==> src/rtl/conv_pkg.sv <==
`default_nettype none
// +----------------------------------------------------------------------------+
// | Module      : conv_pkg                                                     |
// | Description : Shared constants and types for the 3x3 convolution B-bus     |
// |               sequencer: B-bus mux select codes, tap count and the         |
// |               sequencer state encoding.                                    |
// | Revision    : 1.0 - initial release                                        |
// +----------------------------------------------------------------------------+
package conv_pkg;

    // Number of kernel taps in a 3x3 neighbourhood, and the counter width
    // needed to index them.
    localparam int NUM_TAPS = 9;
    localparam int TAP_W    = 4;

    // B-bus mux select codes understood by the datapath.
    localparam logic [4:0] BSEL_MDR  = 5'd0;
    localparam logic [4:0] BSEL_K0   = 5'd1;
    localparam logic [4:0] BSEL_K1   = 5'd2;
    localparam logic [4:0] BSEL_K2   = 5'd3;
    localparam logic [4:0] BSEL_K3   = 5'd4;
    localparam logic [4:0] BSEL_K4   = 5'd5;
    localparam logic [4:0] BSEL_K5   = 5'd6;
    localparam logic [4:0] BSEL_K6   = 5'd7;
    localparam logic [4:0] BSEL_K7   = 5'd8;
    localparam logic [4:0] BSEL_K8   = 5'd9;
    localparam logic [4:0] BSEL_P1   = 5'd10;
    localparam logic [4:0] BSEL_P2   = 5'd11;
    localparam logic [4:0] BSEL_P3   = 5'd12;
    localparam logic [4:0] BSEL_DP   = 5'd13;
    localparam logic [4:0] BSEL_CV   = 5'd14;
    localparam logic [4:0] BSEL_I    = 5'd15;
    localparam logic [4:0] BSEL_MBRU = 5'd16;

    // Sequencer states, explicitly encoded.
    typedef enum logic [2:0] {
        ST_IDLE  = 3'd0,
        ST_CLR   = 3'd1,
        ST_FETCH = 3'd2,
        ST_MAC   = 3'd3,
        ST_WB    = 3'd4,
        ST_DONE  = 3'd5
    } conv_state_e;

endpackage
`default_nettype wire

==> src/rtl/conv_addr_gen.sv <==
`default_nettype none
// +----------------------------------------------------------------------------+
// | Module      : conv_addr_gen                                                |
// | Description : Neighbourhood address generator. Walks the 3x3 window in     |
// |               row-major order, keeping the current row base, column and    |
// |               tap index.                                                   |
// |   i_load      - capture base address / row pitch, restart at tap 0         |
// |   i_advance   - step to the next tap (column, wrapping to the next row)    |
// |   o_addr      - read address of the current tap (row_base + col)           |
// |   o_tap       - current tap index 0..8                                     |
// |   o_last_tap  - current tap is the final one                               |
// | Revision    : 1.0 - initial release                                        |
// +----------------------------------------------------------------------------+
module conv_addr_gen
    import conv_pkg::*;
#(
    parameter int ADDR_W = 16
) (
    input  logic              clk,
    input  logic              rst,
    input  logic              i_load,
    input  logic              i_advance,
    input  logic [ADDR_W-1:0] i_base_addr,
    input  logic [ADDR_W-1:0] i_img_width,
    output logic [ADDR_W-1:0] o_addr,
    output logic [TAP_W-1:0]  o_tap,
    output logic              o_last_tap
);

    logic [ADDR_W-1:0] r_row_base;
    logic [ADDR_W-1:0] r_width;
    logic [1:0]        r_col;
    logic [TAP_W-1:0]  r_tap;

    always_ff @(posedge clk) begin
        if (rst) begin
            r_row_base <= '0;
            r_width    <= '0;
            r_col      <= 2'd0;
            r_tap      <= '0;
        end else if (i_load) begin
            r_row_base <= i_base_addr;
            r_width    <= i_img_width;
            r_col      <= 2'd0;
            r_tap      <= '0;
        end else if (i_advance) begin
            r_tap <= r_tap + TAP_W'(1);
            if (r_col == 2'd2) begin
                // End of a window row: move down one image row (wraps naturally).
                r_col      <= 2'd0;
                r_row_base <= r_row_base + r_width;
            end else begin
                r_col <= r_col + 2'd1;
            end
        end
    end

    assign o_addr     = r_row_base + ADDR_W'(r_col);
    assign o_tap      = r_tap;
    assign o_last_tap = (r_tap == TAP_W'(NUM_TAPS - 1));

endmodule
`default_nettype wire

==> src/rtl/conv_bbus_sequencer.sv <==
`default_nettype none
// +----------------------------------------------------------------------------+
// | Module      : conv_bbus_sequencer                                          |
// | Description : Sequences one 3x3 convolution output pixel on the shared B   |
// |               bus: clears CV, fetches nine neighbourhood pixels into MDR,  |
// |               steers K0..K8 onto the B bus with a MAC strobe per tap, then |
// |               writes CV back to memory.                                    |
// |   clk, rst          - clock, synchronous active-high reset                 |
// |   start, abort      - control-unit request / abandon                       |
// |   base_addr, img_width, out_addr - operands captured on accepted start     |
// |   mem_rd_req, mem_wr_req, mem_addr, mem_ack - memory port                  |
// |   mdr_ld, cv_clr, mac_en, b_sel - datapath controls                        |
// |   busy, done        - status to the control unit                           |
// | Revision    : 1.0 - initial release                                        |
// +----------------------------------------------------------------------------+
module conv_bbus_sequencer
    import conv_pkg::*;
#(
    parameter int ADDR_W = 16
) (
    input  logic              clk,
    input  logic              rst,
    input  logic              start,
    input  logic              abort,
    input  logic [ADDR_W-1:0] base_addr,
    input  logic [ADDR_W-1:0] img_width,
    input  logic [ADDR_W-1:0] out_addr,
    output logic              mem_rd_req,
    output logic              mem_wr_req,
    output logic [ADDR_W-1:0] mem_addr,
    input  logic              mem_ack,
    output logic              mdr_ld,
    output logic              cv_clr,
    output logic              mac_en,
    output logic [4:0]        b_sel,
    output logic              busy,
    output logic              done
);

    conv_state_e       r_state;
    conv_state_e       w_next;
    logic [ADDR_W-1:0] r_out_addr;

    logic              w_load;
    logic              w_advance;
    logic [ADDR_W-1:0] w_rd_addr;
    logic [TAP_W-1:0]  w_tap;
    logic              w_last_tap;

    assign w_load    = (r_state == ST_IDLE) && start;
    assign w_advance = (r_state == ST_MAC) && !w_last_tap && !abort;

    conv_addr_gen #(
        .ADDR_W (ADDR_W)
    ) u_addr_gen (
        .clk         (clk),
        .rst         (rst),
        .i_load      (w_load),
        .i_advance   (w_advance),
        .i_base_addr (base_addr),
        .i_img_width (img_width),
        .o_addr      (w_rd_addr),
        .o_tap       (w_tap),
        .o_last_tap  (w_last_tap)
    );

    always_ff @(posedge clk) begin
        if (rst) begin
            r_state    <= ST_IDLE;
            r_out_addr <= '0;
        end else begin
            r_state <= w_next;
            if (w_load) begin
                r_out_addr <= out_addr;
            end
        end
    end

    always_comb begin
        w_next = r_state;
        unique case (r_state)
            ST_IDLE:  if (start)   w_next = ST_CLR;
            ST_CLR:                w_next = ST_FETCH;
            ST_FETCH: if (mem_ack) w_next = ST_MAC;
            ST_MAC:                w_next = w_last_tap ? ST_WB : ST_FETCH;
            ST_WB:    if (mem_ack) w_next = ST_DONE;
            ST_DONE:               w_next = ST_IDLE;
            default:               w_next = ST_IDLE;
        endcase
        // Abort wins over any pending acknowledge.
        if (abort && (r_state != ST_IDLE)) begin
            w_next = ST_IDLE;
        end
    end

    // Outputs decode from the registered state and tap counter; only mdr_ld
    // looks at mem_ack so the load coincides with the returning read data.
    always_comb begin
        mem_rd_req = 1'b0;
        mem_wr_req = 1'b0;
        mem_addr   = '0;
        mdr_ld     = 1'b0;
        cv_clr     = 1'b0;
        mac_en     = 1'b0;
        b_sel      = BSEL_MDR;
        busy       = (r_state != ST_IDLE);
        done       = 1'b0;
        unique case (r_state)
            ST_CLR: begin
                cv_clr = 1'b1;
            end
            ST_FETCH: begin
                mem_rd_req = 1'b1;
                mem_addr   = w_rd_addr;
                mdr_ld     = mem_ack && !abort;
            end
            ST_MAC: begin
                mac_en = 1'b1;
                b_sel  = BSEL_K0 + {1'b0, w_tap};
            end
            ST_WB: begin
                mem_wr_req = 1'b1;
                mem_addr   = r_out_addr;
                b_sel      = BSEL_CV;
            end
            ST_DONE: begin
                done = 1'b1;
            end
            default: begin
            end
        endcase
    end

endmodule
`default_nettype wire

==> config.mk <==
export PLATFORM = sky130hd
export DESIGN_NAME = conv_bbus_sequencer
export DESIGN_NICKNAME = d
export VERILOG_FILES = /design/src/rtl/conv_pkg.sv /design/src/rtl/conv_addr_gen.sv /design/src/rtl/conv_bbus_sequencer.sv
export SDC_FILE = /design/constraint.sdc
export NUM_CORES = 1
export LEC_CHECK = 0
export BUFFER_PORTS_ARGS = -buffer_cell sky130_fd_sc_hd__buf_4
export CAP_MARGIN = 40
export CORE_MARGIN = 1.5
export CORE_UTILIZATION = 40
export CTS_CLUSTER_SIZE = 28
export DETAILED_ROUTE_END_ITERATION = 8
export GPL_ROUTABILITY_DRIVEN = 0
export PLACE_DENSITY_LB_ADDON = 0.15
export SLEW_MARGIN = 10
export SYNTH_ARGS = -nofsm -noshare
export SYNTH_HDL_FRONTEND = slang
export SYNTH_SLANG_ARGS = --single-unit
==> constraint.sdc <==
create_clock -name clk -period 3.55 [get_ports clk]
set_input_delay 0.355 -clock clk [delete_from_list [all_inputs] [get_ports clk]]
set_output_delay 0.355 -clock clk [all_outputs]
set_load 0.02 [all_outputs]
# Word-level counts from Yosys, hierarchy flattened
# Index checks and enable logic that the tools add are counted.
[op_classes] add_sub_neg=5 n_eq_ne=10 n_mux=17 n_reduce_logical=15
[op_table] cell="16-bit two-way mux" n=3
[op_table] cell="16-bit one-hot mux with 2 select lines" n=1
[op_table] cell="16-bit adder" n=1
[op_table] cell="16-bit by 2-bit adder with 16-bit output" n=1
[op_table] cell="3-bit one-hot mux with 5 select lines" n=1
[op_table] cell="3-bit two-way mux" n=4
[op_table] cell="5-bit one-hot mux with 2 select lines" n=1
[op_table] cell="3-bit by 2-bit == test with 1-bit output, second input constant" n=2
[op_table] cell="3-bit == test, second input constant" n=2
[op_table] cell="1-bit two-way mux" n=6
[op_table] cell="2-bit inequality test, second input constant" n=3
[op_table] cell="1-bit by 4-bit adder with 5-bit output, first input constant" n=1
[op_table] cell="1-bit logical AND" n=5
[op_table] cell="4-bit by 1-bit adder with 4-bit output, second input constant" n=1
[op_table] cell="4-bit == test, second input constant" n=1
[op_table] cell="2-bit nonzero test" n=2
[op_table] cell="2-bit OR reduction" n=2
[op_table] cell="3-bit by 1-bit == test with 1-bit output, second input constant" n=1
[op_table] cell="3-bit zero test" n=1
[op_table] cell="3-bit AND reduction" n=1
[op_table] cell="3-bit nonzero test" n=1
[op_table] cell="2-bit by 1-bit adder with 2-bit output, second input constant" n=1
[op_table] cell="2-bit == test, second input constant" n=1
[op_table] cell="1-bit zero test" n=2
[op_table] cell="other kinds (2)" n=2
[totals] register_bits=57 input_bits=53 word_cells=53

# Logic depth before layout (Yosys ltp)
# Gate-level depths: netlist of the first run.
[depth] word_depth=6 depth_mapped=11 depth_no_buf=9

# Hierarchy
# A second synthesis of the first run with hierarchy kept.
[unflattened] cells_unflattened=439 hier_area_um2=3557.2
[by_module_without_submodules] mod="conv_addr_gen" instances=1 cells_each=313 area_per_inst_um2=2543.7 seq_area_each_um2=760.7
[by_module_without_submodules] mod="conv_bbus_sequencer" instances=1 cells_each=126 area_per_inst_um2=1013.5 seq_area_each_um2=380.4

# Worst setup path after synthesis of the first run
# OpenSTA, ideal clock, no wires.
[synth_timing] path_type="register -> register" start="register u_addr_gen.r_width[0]" end="register u_addr_gen.r_row_base[14]" setup_ns=0.119 arrival_ns=2.214 setup_slack_ns=1.217 stages_incl_launch_ff=10 path_buffers=0 period_less_slack_ns=2.333 path_cell_list="dfxtp_1 ha_1 fa_1 a21o_1 a211oi_1 o21ai_0 a41o_1 a311oi_1 a41o_1 a21oi_1"
[synth_between] elab_chain_len=4
[synth_lines] element="start, declared" line="conv_addr_gen.sv:31" source="logic [ADDR_W-1:0] r_width;"
[synth_lines] element="start signal, assigned" line="conv_addr_gen.sv:43" source="r_width <= i_img_width;"
[synth_lines] element="16-bit adder" line="conv_addr_gen.sv:51" source="r_row_base <= r_row_base + r_width;"
[synth_lines] element="16-bit two-way mux" line="conv_addr_gen.sv:48" source="if (r_col == 2'd2) begin"
[synth_lines] element="16-bit two-way mux" line="conv_addr_gen.sv:46" source="end else if (i_advance) begin"
[synth_lines] element="16-bit two-way mux" line="conv_addr_gen.sv:41" source="end else if (i_load) begin"
[synth_lines] element="end signal, assigned" line="conv_addr_gen.sv:42" source="r_row_base <= i_base_addr;"
[synth_lines] element="end signal, assigned" line="conv_addr_gen.sv:51"
[synth_lines] element="end, declared" line="conv_addr_gen.sv:30" source="logic [ADDR_W-1:0] r_row_base;"
# No other way between the ends. The select of a mux whose other input is x is not followed.
# A chain may end at the register's enable or synchronous reset.

# Final worst setup path of the first run
[layout_timing] start="register u_addr_gen.r_col[0]" end="output mem_addr[12]"
[layout_between] elab_chain_len=2
[layout_lines] element="start, declared" line="conv_addr_gen.sv:32" source="logic [1:0] r_col;"
[layout_lines] element="start signal, assigned" line="conv_addr_gen.sv:53" source="r_col <= r_col + 2'd1;"
[layout_lines] element="16-bit by 2-bit adder with 16-bit output" line="conv_addr_gen.sv:58" source="assign o_addr = r_row_base + ADDR_W'(r_col);"
[layout_lines] element="16-bit one-hot mux with 2 select lines" line="conv_bbus_sequencer.sv:108" source="unique case (r_state)"
[layout_lines] element="end, declared" line="conv_bbus_sequencer.sv:30" source="output logic [ADDR_W-1:0] mem_addr,"
# No other way between the ends.

==> results.sh, run 1 <==
export IMPL_result_of_the_run="completed"
export IMPL_fin_skew_ns=0.006514
export IMPL_synth_seq_area_share_pct=32.85
export IMPL_post_route_worst_setup_slack_ns=0.7495
export IMPL_slew_violations=0
export IMPL_num_io_pins=81
export IMPL_setup_tns_final_ns=0
export IMPL_timing_final_crit_share_pct=78.89
export IMPL_worst_ep_required_time_ns=3.19
export IMPL_grt_antenna_before_repair=0
export IMPL_route_detailed_drc=0
export IMPL_worst_path_buf_inv=1
export IMPL_start_util_pct=41.85
export IMPL_cts_setup_buffers=0
export IMPL_clk_latency_ns=0.35
export IMPL_totalWireLength_mm=9.219
export IMPL_p_leak_nw=1.809
export IMPL_ctsLongestPathBuffers=2
export IMPL_synth_nets=533
export IMPL_drive_gt1_share_pct=20.19
export IMPL_clock_tree_from_tritoncts="built"
export IMPL_drv_max_cap_violation_count=0
export IMPL_timing_worst_setup_path_type="flop to output pin"
export IMPL_htree_num_levels=3
export IMPL_power_per_cell_area_nw_per_um2=358.6
export IMPL_timing_critical_path_max_delay_family="adder cells"
export IMPL_min_path_cells=2
export IMPL_floorplan_die_area_sq_um=9252
export IMPL_preCtsSetupSlack_ns=0.9287
export IMPL_max_slew_worst_pin_slew_ns=0.7967
export IMPL_grt_ovfl_total=0
export IMPL_detail_route_first_pass_iterations=4
export IMPL_post_cts_resize_count=0
export IMPL_rr_worst_depth=8
export IMPL_detail_route_wl_per_cell_um=14.52
export IMPL_fp_dieW_um=96.19
export IMPL_placeable_area_sq_um=8299
export IMPL_area_growth_from_synthesis_to_layout_pct=23.20
export IMPL_relSlewSlack_pct=46.60
export IMPL_n_antenna_cell=0
export IMPL_slowest_stage="sky130_fd_sc_hd__fa_1"
export IMPL_ys_ff_latch=57
export IMPL_die_y_um=96.19
export IMPL_netlist_cell_type_count=49
export IMPL_max_freq_mhz=357.1
export IMPL_mapped_cells=459
export IMPL_vias=3338
export IMPL_detail_route_iter0_violations=125
export IMPL_ctsRootBufferMaster="sky130_fd_sc_hd__clkbuf_8"
export IMPL_element_type_at_the_critical_path_start="flop"
export IMPL_critPathArrivalTime_ns=2.45
export IMPL_ffs_w_async_s_r_synth_pct=0
export IMPL_cts_hold_buffers=0
export IMPL_worst_path_max_fanout=6
export IMPL_first_pass_grt_wire_length_mm=14.66
export IMPL_synth_top_area_cell="sky130_fd_sc_hd__dfxtp_1"
export IMPL_post_synth_main_area_contributors="sky130_fd_sc_hd__dfxtp_1 (33%), sky130_fd_sc_hd__nand2_1 (12%), sky130_fd_sc_hd__ha_1 (6.8%)"
export IMPL_critical_path_depth=9
export IMPL_maximum_number_of_pins_on_one_net_before_global_route_repair=53
export IMPL_layout_nets=600
export IMPL_postSynth_topFlopCell="sky130_fd_sc_hd__dfxtp_1"
export IMPL_clock_sinks=57
export IMPL_synth_area_sq_um=3473
export IMPL_port_buffer_count=80
export IMPL_rsz0062_at_grt="no"
export IMPL_finalWorstPathRequiredPeriod_ns=2.801
export IMPL_route_detailed_vias_per_inst=5.257
export IMPL_synth_edff_count=0
export IMPL_fillerInstances=824
export IMPL_synthesis_warnings=0
export IMPL_critical_path_cell_chain="ha_1 -> fa_1 -> and3_1 -> nand3_1 -> nor2_1 -> nand2_1 -> xor2_1 -> o21ai_0 -> buf_4"
export IMPL_finish_utilization_pct=51.56
export IMPL_detail_route_antenna_nets=0
export IMPL_worst_path_largest_cell_delay_ns=0.41
export IMPL_clk_transition_reported_paths_ns=0.06
export IMPL_setup_viol=0
export IMPL_post_synth_cell_area_avg_sq_um=7.567
export IMPL_globalRouteTotalUtil_pct=20.88
export IMPL_vdd_ir_drop_max_mv=0.1740
export IMPL_place_hpwl_mm=6.755
export IMPL_floorplan_row_count=33
export IMPL_grt_pass1_vias=3014
export IMPL_crit_path_end_kind="output pin"
export IMPL_hold_violation_total_from_the_final_report=0
export IMPL_cts_buffers=9
export IMPL_hp_class="input port to flop"
export IMPL_synth_largest_type_area_fraction_pct=32.85
-- synthesized netlist by cell type, types with 2 or more instances --
library cell,n
sky130_fd_sc_hd__nand2_1,112
sky130_fd_sc_hd__dfxtp_1,57
sky130_fd_sc_hd__a21oi_1,46
sky130_fd_sc_hd__nor2_1,31
sky130_fd_sc_hd__o21ai_0,27
sky130_fd_sc_hd__clkbuf_1,21
sky130_fd_sc_hd__ha_1,19
sky130_fd_sc_hd__xor2_1,14
sky130_fd_sc_hd__nand3_1,12
sky130_fd_sc_hd__xnor2_1,12
sky130_fd_sc_hd__nor3_1,10
sky130_fd_sc_hd__a211oi_1,9
sky130_fd_sc_hd__a311oi_1,7
sky130_fd_sc_hd__and3_1,6
sky130_fd_sc_hd__a21o_1,5
sky130_fd_sc_hd__a31oi_1,5
sky130_fd_sc_hd__inv_1,5
sky130_fd_sc_hd__nand2b_1,5
sky130_fd_sc_hd__o211ai_1,5
sky130_fd_sc_hd__and3b_1,3
sky130_fd_sc_hd__buf_2,3
sky130_fd_sc_hd__mux2_2,3
sky130_fd_sc_hd__mux2i_1,3
sky130_fd_sc_hd__nand4_1,3
sky130_fd_sc_hd__o21a_1,3
sky130_fd_sc_hd__a22o_1,2
sky130_fd_sc_hd__a41o_1,2
sky130_fd_sc_hd__buf_4,2
sky130_fd_sc_hd__fa_1,2
sky130_fd_sc_hd__nand3b_1,2
sky130_fd_sc_hd__nand4b_1,2
sky130_fd_sc_hd__nor2b_1,2
sky130_fd_sc_hd__nor3b_1,2
sky130_fd_sc_hd__or3_1,2
-- report_power, final --
part | leakage (nW) | switching, mW | internal [mW] | total, mW
logic | 1.25 | 0.153 | 0.133 | 0.287
clock network | 0.0887 | 0.259 | 0.263 | 0.522
registers | 0.468 | 0.0446 | 0.681 | 0.726
-- cell families after synthesis --
family / share of synthesized area (%)
flip-flops: 32.85
buffers and inverters: 4.214
adder cells (fa/ha/maj): 7.997
AO/OA/AOI/OAI: 21.25
XOR/XNOR: 6.556
AND/OR/NAND/NOR: 25.29
multiplexers: 1.837
-- per-layer routing --
layer	track usage (%)	wire (um)	up-vias
li1	-	-	1736
met1	28.04	4473	1489
met2	32.81	4086	103
met3	3.318	544	10
met4	9.191	114	0
met5	0	0	-
-- stage by stage --
stage	cells	power, mW	hold slack (ns)	instance area (sq um)
floorplan	459	0.9167	0.4343	3473
global placement	620	1.020	0.4433	4118
detailed placement	620	1.025	0.4503	4118
CTS	635	1.551	0.2236	4279
global route	635	1.621	0.2316	4279
finish	635	1.534	0.2320	4279
-- worst paths after layout --
| kind | startpoint | to | slack (ns) |
|---|---|---|---|
| worst max-delay path | u_addr_gen.r_col[0]$_SDFFE_PP0P_ | mem_addr[12] | 0.75 |
| worst min-delay path | abort | r_state[2]$_SDFFE_PP0P_ | 0.23 |
| worst max register to register | u_addr_gen.o_tap[0]$_SDFFE_PP0P_ | u_addr_gen.r_row_base[13]$_SDFFE_PP0P_ | 0.90 |
| worst min register to register | r_out_addr[11]$_SDFFE_PP0P_ | r_out_addr[11]$_SDFFE_PP0P_ | 0.46 |
-- cells in the final DEF, fill, tap and decap left out, types with 4 or more instances in the layout --
cell / netlist / routed
sky130_fd_sc_hd__o211ai_1: 5 / 5
sky130_fd_sc_hd__o21ai_0: 27 / 27
sky130_fd_sc_hd__a211oi_1: 9 / 9
sky130_fd_sc_hd__a31oi_1: 5 / 5
sky130_fd_sc_hd__a21o_1: 5 / 5
sky130_fd_sc_hd__xnor2_1: 12 / 12
sky130_fd_sc_hd__inv_1: 5 / 5
sky130_fd_sc_hd__a311oi_1: 7 / 7
sky130_fd_sc_hd__nor2_1: 31 / 31
sky130_fd_sc_hd__clkbuf_8: 0 / 10
sky130_fd_sc_hd__dfxtp_1: 57 / 57
sky130_fd_sc_hd__buf_4: 2 / 84
sky130_fd_sc_hd__clkinv_2: 0 / 4
sky130_fd_sc_hd__xor2_1: 14 / 14
sky130_fd_sc_hd__nand2_1: 112 / 112
sky130_fd_sc_hd__nand2b_1: 5 / 5
sky130_fd_sc_hd__nor3_1: 10 / 9
sky130_fd_sc_hd__nand3_1: 12 / 12
sky130_fd_sc_hd__and3_1: 6 / 6
sky130_fd_sc_hd__a21oi_1: 46 / 46
sky130_fd_sc_hd__ha_1: 19 / 19
-- cell type report --
class                   count  area [sq um]  share of cell area, %
clock inverters             4         20.02                 0.4678
well taps                 105         131.4                  3.070
inverters                   6         22.52                 0.5263
repair buffers             84         630.6                  14.74
flip-flops and latches     57          1141                  26.67
multi-input cells         368          2192                  51.23
clock buffers              11         141.4                  3.304
-- sequential cells by signal (all words and copies together) (netlist names) --
name	count
r_out_addr	16
u_addr_gen.r_row_base	16
u_addr_gen.r_width	16
u_addr_gen.o_tap	4
r_state	3
u_addr_gen.r_col	2
No activity file was read; power rests on OpenSTA's default activity.
==> run 2, diff against run 1 <==
==> constraint.sdc (replaced) <==
create_clock -name clk -period 2.8 [get_ports clk]
set_input_delay 0.28 -clock clk [delete_from_list [all_inputs] [get_ports clk]]
set_output_delay 0.28 -clock clk [all_outputs]
set_load 0.02 [all_outputs]
==> results.sh, run 2 (synthesis results as in run 1) <==
export IMPL_route_detailed_drc=0
export IMPL_cts_setup_buffers=0
export IMPL_rsz0062_at_grt="no"
export IMPL_hp_class="input port to flop"
export IMPL_clk_transition_reported_paths_ns=0.06
export IMPL_slew_violations=0
export IMPL_result_of_the_run="completed"
export IMPL_element_type_at_the_critical_path_start="flop"
export IMPL_fillerInstances=793
export IMPL_finalWorstPathRequiredPeriod_ns=2.621
export IMPL_worst_path_largest_cell_delay_ns=0.49
export IMPL_port_buffer_count=80
export IMPL_vdd_ir_drop_max_mv=0.2632
export IMPL_floorplan_row_count=33
export IMPL_fin_total_pwr_mw=2.066
export IMPL_largestRegisters="r_out_addr (16), u_addr_gen.r_row_base (16), u_addr_gen.r_width (16)"
export IMPL_max_freq_mhz=381.5
export IMPL_timing_final_crit_share_pct=93.61
export IMPL_clock_sinks=57
export IMPL_worst_ep_required_time_ns=2.52
export IMPL_fin_skew_ns=0.005527
export IMPL_htree_num_levels=3
export IMPL_worst_path_buf_inv=1
export IMPL_power_per_cell_area_nw_per_um2=471.8
export IMPL_grt_antenna_before_repair=0
export IMPL_post_cts_resize_count=0
export IMPL_route_detailed_vias_per_inst=5.389
export IMPL_detail_route_first_pass_iterations=4
export IMPL_setup_tns_final_ns=0
export IMPL_multi_input_area_sq_um=2205
export IMPL_layout_nets=607
export IMPL_grt_ovfl_total=0
export IMPL_mostFrequentLayoutCells="sky130_fd_sc_hd__nand2_1 (112), sky130_fd_sc_hd__buf_4 (91), sky130_fd_sc_hd__dfxtp_1 (56), sky130_fd_sc_hd__a21oi_1 (46), sky130_fd_sc_hd__nor2_1 (31)"
export IMPL_critPathArrivalTime_ns=2.34
export IMPL_p_leak_nw=1.860
export IMPL_drive_gt1_share_pct=21.79
export IMPL_timing_worst_setup_path_type="flop to output pin"
export IMPL_drv_max_cap_violation_count=0
export IMPL_worst_path_max_fanout=6
export IMPL_cts_buffers=9
export IMPL_detail_route_wl_per_cell_um=14.32
export IMPL_crit_path_end_kind="output pin"
export IMPL_clk_latency_ns=0.34
export IMPL_ctsRootBufferMaster="sky130_fd_sc_hd__clkbuf_8"
export IMPL_timing_critical_path_max_delay_family="simple AND/OR/NAND/NOR gates"
export IMPL_mostFrequentLayoutCell="sky130_fd_sc_hd__nand2_1"
export IMPL_globalRouteTotalUtil_pct=20.84
export IMPL_floorplan_die_area_sq_um=9252
export IMPL_first_pass_grt_wire_length_mm=14.80
export IMPL_totalWireLength_mm=9.194
export IMPL_finish_utilization_pct=52.77
export IMPL_n_antenna_cell=0
export IMPL_clock_tree_from_tritoncts="built"
export IMPL_crit_top_cell="sky130_fd_sc_hd__and3_1"
export IMPL_start_util_pct=41.85
export IMPL_sequential_cell_area_sq_um=1142
export IMPL_setup_viol=0
export IMPL_vias=3460
export IMPL_num_io_pins=81
export IMPL_hold_violation_total_from_the_final_report=0
export IMPL_ctsLongestPathBuffers=2
export IMPL_maximum_number_of_pins_on_one_net_before_global_route_repair=53
export IMPL_placeable_area_sq_um=8299
export IMPL_slowest_stage="sky130_fd_sc_hd__dfxtp_1"
export IMPL_die_y_um=96.19
export IMPL_critical_path_cell_chain="and3_1 -> and3_1 -> nand2_1 -> nor3_2 -> nand3_1 -> xor2_1 -> o21ai_0 -> buf_4"
export IMPL_detail_route_antenna_nets=0
export IMPL_fp_dieW_um=96.19
export IMPL_area_growth_from_synthesis_to_layout_pct=26.08
export IMPL_grt_pass1_vias=3062
export IMPL_relSlewSlack_pct=61.70
export IMPL_max_slew_worst_pin_slew_ns=0.5744
export IMPL_detail_route_iter0_violations=135
export IMPL_place_hpwl_mm=6.793
export IMPL_cts_hold_buffers=0
run 2: final cells by class:
cell class | count | area share [%]
Tap cell | 105 | 3.000
Sequential cell | 57 | 26.09
Inverter | 6 | 0.5143
Clock buffer | 12 | 3.543
Clock inverter | 3 | 0.9143
Multi-Input combinational cell | 368 | 50.34
Timing Repair Buffer | 91 | 15.60
run 2: path summary, 6_finish.rpt:
path	slack [ns]	from	to	cells past startpoint
max	0.18	u_addr_gen.r_row_base[4]$_SDFFE_PP0P_	mem_addr[15]	8
min	0.17	abort	r_state[2]$_SDFFE_PP0P_	2
max reg2reg	0.27	u_addr_gen.r_row_base[0]$_SDFFE_PP0P_	u_addr_gen.r_row_base[14]$_SDFFE_PP0P_	9
min reg2reg	0.46	r_out_addr[2]$_SDFFE_PP0P_	r_out_addr[2]$_SDFFE_PP0P_	2
run 2: power breakdown:
| group | total [mW] | switching, mW | internal (mW) |
|---|---|---|---|
| logic | 0.376 | 0.201 | 0.175 |
| registers | 0.915 | 0.0515 | 0.863 |
| clock network | 0.775 | 0.324 | 0.452 |
run 2: metrics by stage:
| step | setup slack (ns) | std cells | hold WS [ns] | cell area, sq um |
|---|---|---|---|---|
| 2_1_floorplan | 0.4666 | 459 | 0.3593 | 3473 |
| 3_3_place_gp | 0.3349 | 627 | 0.4428 | 4170 |
| 3_5_place_dp | 0.2881 | 627 | 0.4483 | 4170 |
| 4_1_cts | 0.08911 | 642 | 0.1561 | 4365 |
| 5_1_grt | 0.03914 | 642 | 0.1580 | 4379 |
| 6_report | 0.1789 | 642 | 0.1706 | 4379 |
run 2: routing by layer:
| metal | GRT usage, % | up-vias | part of all wire [%] |
|---|---|---|---|
| li1 | - | 1749 | - |
| met1 | 27.98 | 1613 | 48 |
| met2 | 32.92 | 93 | 45 |
| met3 | 5.292 | 5 | 6.2 |
| met4 | 5.760 | 0 | 0.78 |
| met5 | 0 | - | 0 |
==> run 3, diff against run 2 <==
--- a/config.mk
+++ b/config.mk
@@ -8,7 +8,7 @@
 export BUFFER_PORTS_ARGS = -buffer_cell sky130_fd_sc_hd__buf_4
 export CAP_MARGIN = 40
 export CORE_MARGIN = 1.5
-export CORE_UTILIZATION = 40
+export CORE_UTILIZATION = 45
 export CTS_CLUSTER_SIZE = 28
 export DETAILED_ROUTE_END_ITERATION = 8
 export GPL_ROUTABILITY_DRIVEN = 0
==> results.sh, run 3 (synthesis results as in run 1) <==
export IMPL_num_io_pins=81
export IMPL_worst_path_buf_inv=1
export IMPL_detail_route_iter0_violations=206
export IMPL_mostFrequentLayoutCell="sky130_fd_sc_hd__nand2_1"
export IMPL_relSlewSlack_pct=62.00
export IMPL_switching_power_uw=577.8
export IMPL_route_detailed_drc=0
export IMPL_p_seq_share_pct=45.0
export IMPL_layout_nets=606
export IMPL_clk_latency_ns=0.33
export IMPL_grt_util_met3_pct=5.471
export IMPL_hold_violation_total_from_the_final_report=0
export IMPL_ctsRootBufferMaster="sky130_fd_sc_hd__clkbuf_8"
export IMPL_timing_final_crit_share_pct=95.88
export IMPL_ctsLongestPathBuffers=2
export IMPL_worst_path_largest_cell_delay_ns=0.41
export IMPL_worst_ep_required_time_ns=2.52
export IMPL_crit_path_end_kind="output pin"
export IMPL_finish_utilization_pct=59.05
export IMPL_multi_input_area_sq_um=2205
export IMPL_fillerInstances=690
export IMPL_floorplan_die_area_sq_um=8255
export IMPL_detail_route_wl_per_cell_um=14.53
export IMPL_clockPowerShare_pct=36.6
export IMPL_swShare_pct=28.40
export IMPL_post_layout_nonfiller_instances=634
export IMPL_totalWireLength_mm=9.209
export IMPL_comb_power_share_pct=18.4
export IMPL_clk_transition_reported_paths_ns=0.07
export IMPL_drv_max_cap_violation_count=0
export IMPL_htree_num_levels=3
export IMPL_slowest_stage="sky130_fd_sc_hd__fa_1"
export IMPL_die_y_um=90.86
export IMPL_first_pass_grt_wire_length_mm=15.61
export IMPL_vias=3462
export IMPL_start_util_pct=47.13
export IMPL_power_per_cell_area_nw_per_um2=467.5
export IMPL_clock_sinks=57
export IMPL_fp_dieW_um=90.86
export IMPL_setup_viol=0
export IMPL_max_slew_worst_pin_slew_ns=0.5701
export IMPL_maximum_number_of_pins_on_one_net_before_global_route_repair=53
export IMPL_drive_gt1_share_pct=21.68
export IMPL_slew_violations=0
export IMPL_timing_critical_path_max_delay_family="adder cells"
export IMPL_placeable_area_sq_um=7370
export IMPL_finalWorstPathRequiredPeriod_ns=2.685
export IMPL_port_buffer_count=80
export IMPL_grt_pass1_vias=3321
export IMPL_detail_route_first_pass_iterations=5
export IMPL_place_hpwl_mm=6.573
export IMPL_max_freq_mhz=372.5
export IMPL_globalRouteTotalUtil_pct=23.38
export IMPL_hp_class="input port to flop"
export IMPL_area_growth_from_synthesis_to_layout_pct=25.29
export IMPL_fin_skew_ns=0.01118
export IMPL_place_inst=620
export IMPL_vdd_ir_drop_max_mv=0.3226
export IMPL_critical_path_depth=9
export IMPL_p_leak_nw=1.850
export IMPL_cell_internal_pwr_mw=1.457
export IMPL_timing_worst_setup_path_type="flop to output pin"
export IMPL_global_route_usage_met1_pct=31.00
export IMPL_detail_route_antenna_nets=0
export IMPL_worst_path_max_fanout=6
export IMPL_cts_buffers=9
export IMPL_result_of_the_run="completed"
export IMPL_critical_path_cell_chain="ha_1 -> fa_1 -> and3_1 -> nand3_1 -> nor2_1 -> nand2_1 -> xor2_1 -> o21ai_0 -> buf_4"
export IMPL_n_antenna_cell=0
export IMPL_rr_worst_depth=9
export IMPL_clock_tree_from_tritoncts="built"
export IMPL_grt_ovfl_total=0
export IMPL_met2_usage_pct=36.47
export IMPL_fin_total_pwr_mw=2.035
export IMPL_grt_antenna_before_repair=0
export IMPL_top_usage_layer="met2"
export IMPL_largestRegisters="r_out_addr (16), u_addr_gen.r_row_base (16), u_addr_gen.r_width (16)"
export IMPL_mostFrequentLayoutCells="sky130_fd_sc_hd__nand2_1 (112), sky130_fd_sc_hd__buf_4 (90), sky130_fd_sc_hd__dfxtp_1 (56), sky130_fd_sc_hd__a21oi_1 (46), sky130_fd_sc_hd__nor2_1 (31)"
export IMPL_min_path_cells=2
export IMPL_floorplan_row_count=31
export IMPL_critPathArrivalTime_ns=2.40
export IMPL_cts_setup_buffers=0
export IMPL_route_detailed_vias_per_inst=5.461
export IMPL_element_type_at_the_critical_path_start="flop"
export IMPL_sequential_cell_area_sq_um=1142
==> run 3: cell types whose count changed in the layout (fill, tap and decap cells not counted), sizes merged <==
cell and delta:
buf -1, clkbuf -2, clkinv +1
==> run 3: power groups by stage <==
stage	registers [mW]	logic, mW	clock network [mW]
4_1_cts	0.913	0.375	0.762
3_3_place_gp	0.929	0.365	0
3_5_place_dp	0.931	0.371	0
6_report	0.915	0.375	0.745
5_1_grt	0.922	0.422	0.803
2_1_floorplan	0.911	0.251	0
==> run 3: cell type report <==
type,count,area share (%)
Multi-Input combinational cell,368,50.66
Clock inverter,4,1.035
Timing Repair Buffer,90,15.53
Sequential cell,57,26.25
Inverter,6,0.5175
Clock buffer,10,3.163
Tap cell,99,2.846
==> run 3: path summary, 6_finish.rpt <==
kind,to,slack [ns],startpoint
setup / recovery,mem_addr[14],0.12,u_addr_gen.r_col[0]$_SDFFE_PP0P_
setup reg to reg,u_addr_gen.r_row_base[14]$_SDFFE_PP0P_,0.20,u_addr_gen.r_width[0]$_SDFFE_PP0P_
hold / removal,r_state[2]$_SDFFE_PP0P_,0.17,abort
hold reg to reg,r_out_addr[6]$_SDFFE_PP0P_,0.45,r_out_addr[6]$_SDFFE_PP0P_
==> run 3: worst reg2reg max path, delay by kind of cell (launching register included) <==
kind | cells | cell delay [ns]
adder cells (fa/ha/maj) | 2 | 0.65
flip-flops | 1 | 0.32
AO/OA/AOI/OAI | 7 | 1.50
==> run 3: what timing repair did <==
action	CTS	global route
setup endpoints to repair	0	6
hold buffers	0	0
resized for setup	0	4
==> run 3: through the flow <==
stage	hold slack [ns]	setup TNS (ns)	setup slack, ns	cell area [sq um]
final	0.1677	0	0.1153	4352
after CTS	0.1507	0	0.1016	4338
after detailed placement	0.4504	0	0.2422	4155
after global routing	0.1605	-0.07150	-0.05550	4352
after global placement	0.4428	0	0.3285	4155
after floorplan	0.3593	0	0.4666	3473
==> run 3: per-layer routing <==
layer	share of wire (%)	vias up
met3	6.0	16
li1	-	1747
met2	45	109
met5	0	-
met4	2.0	0
met1	47	1590
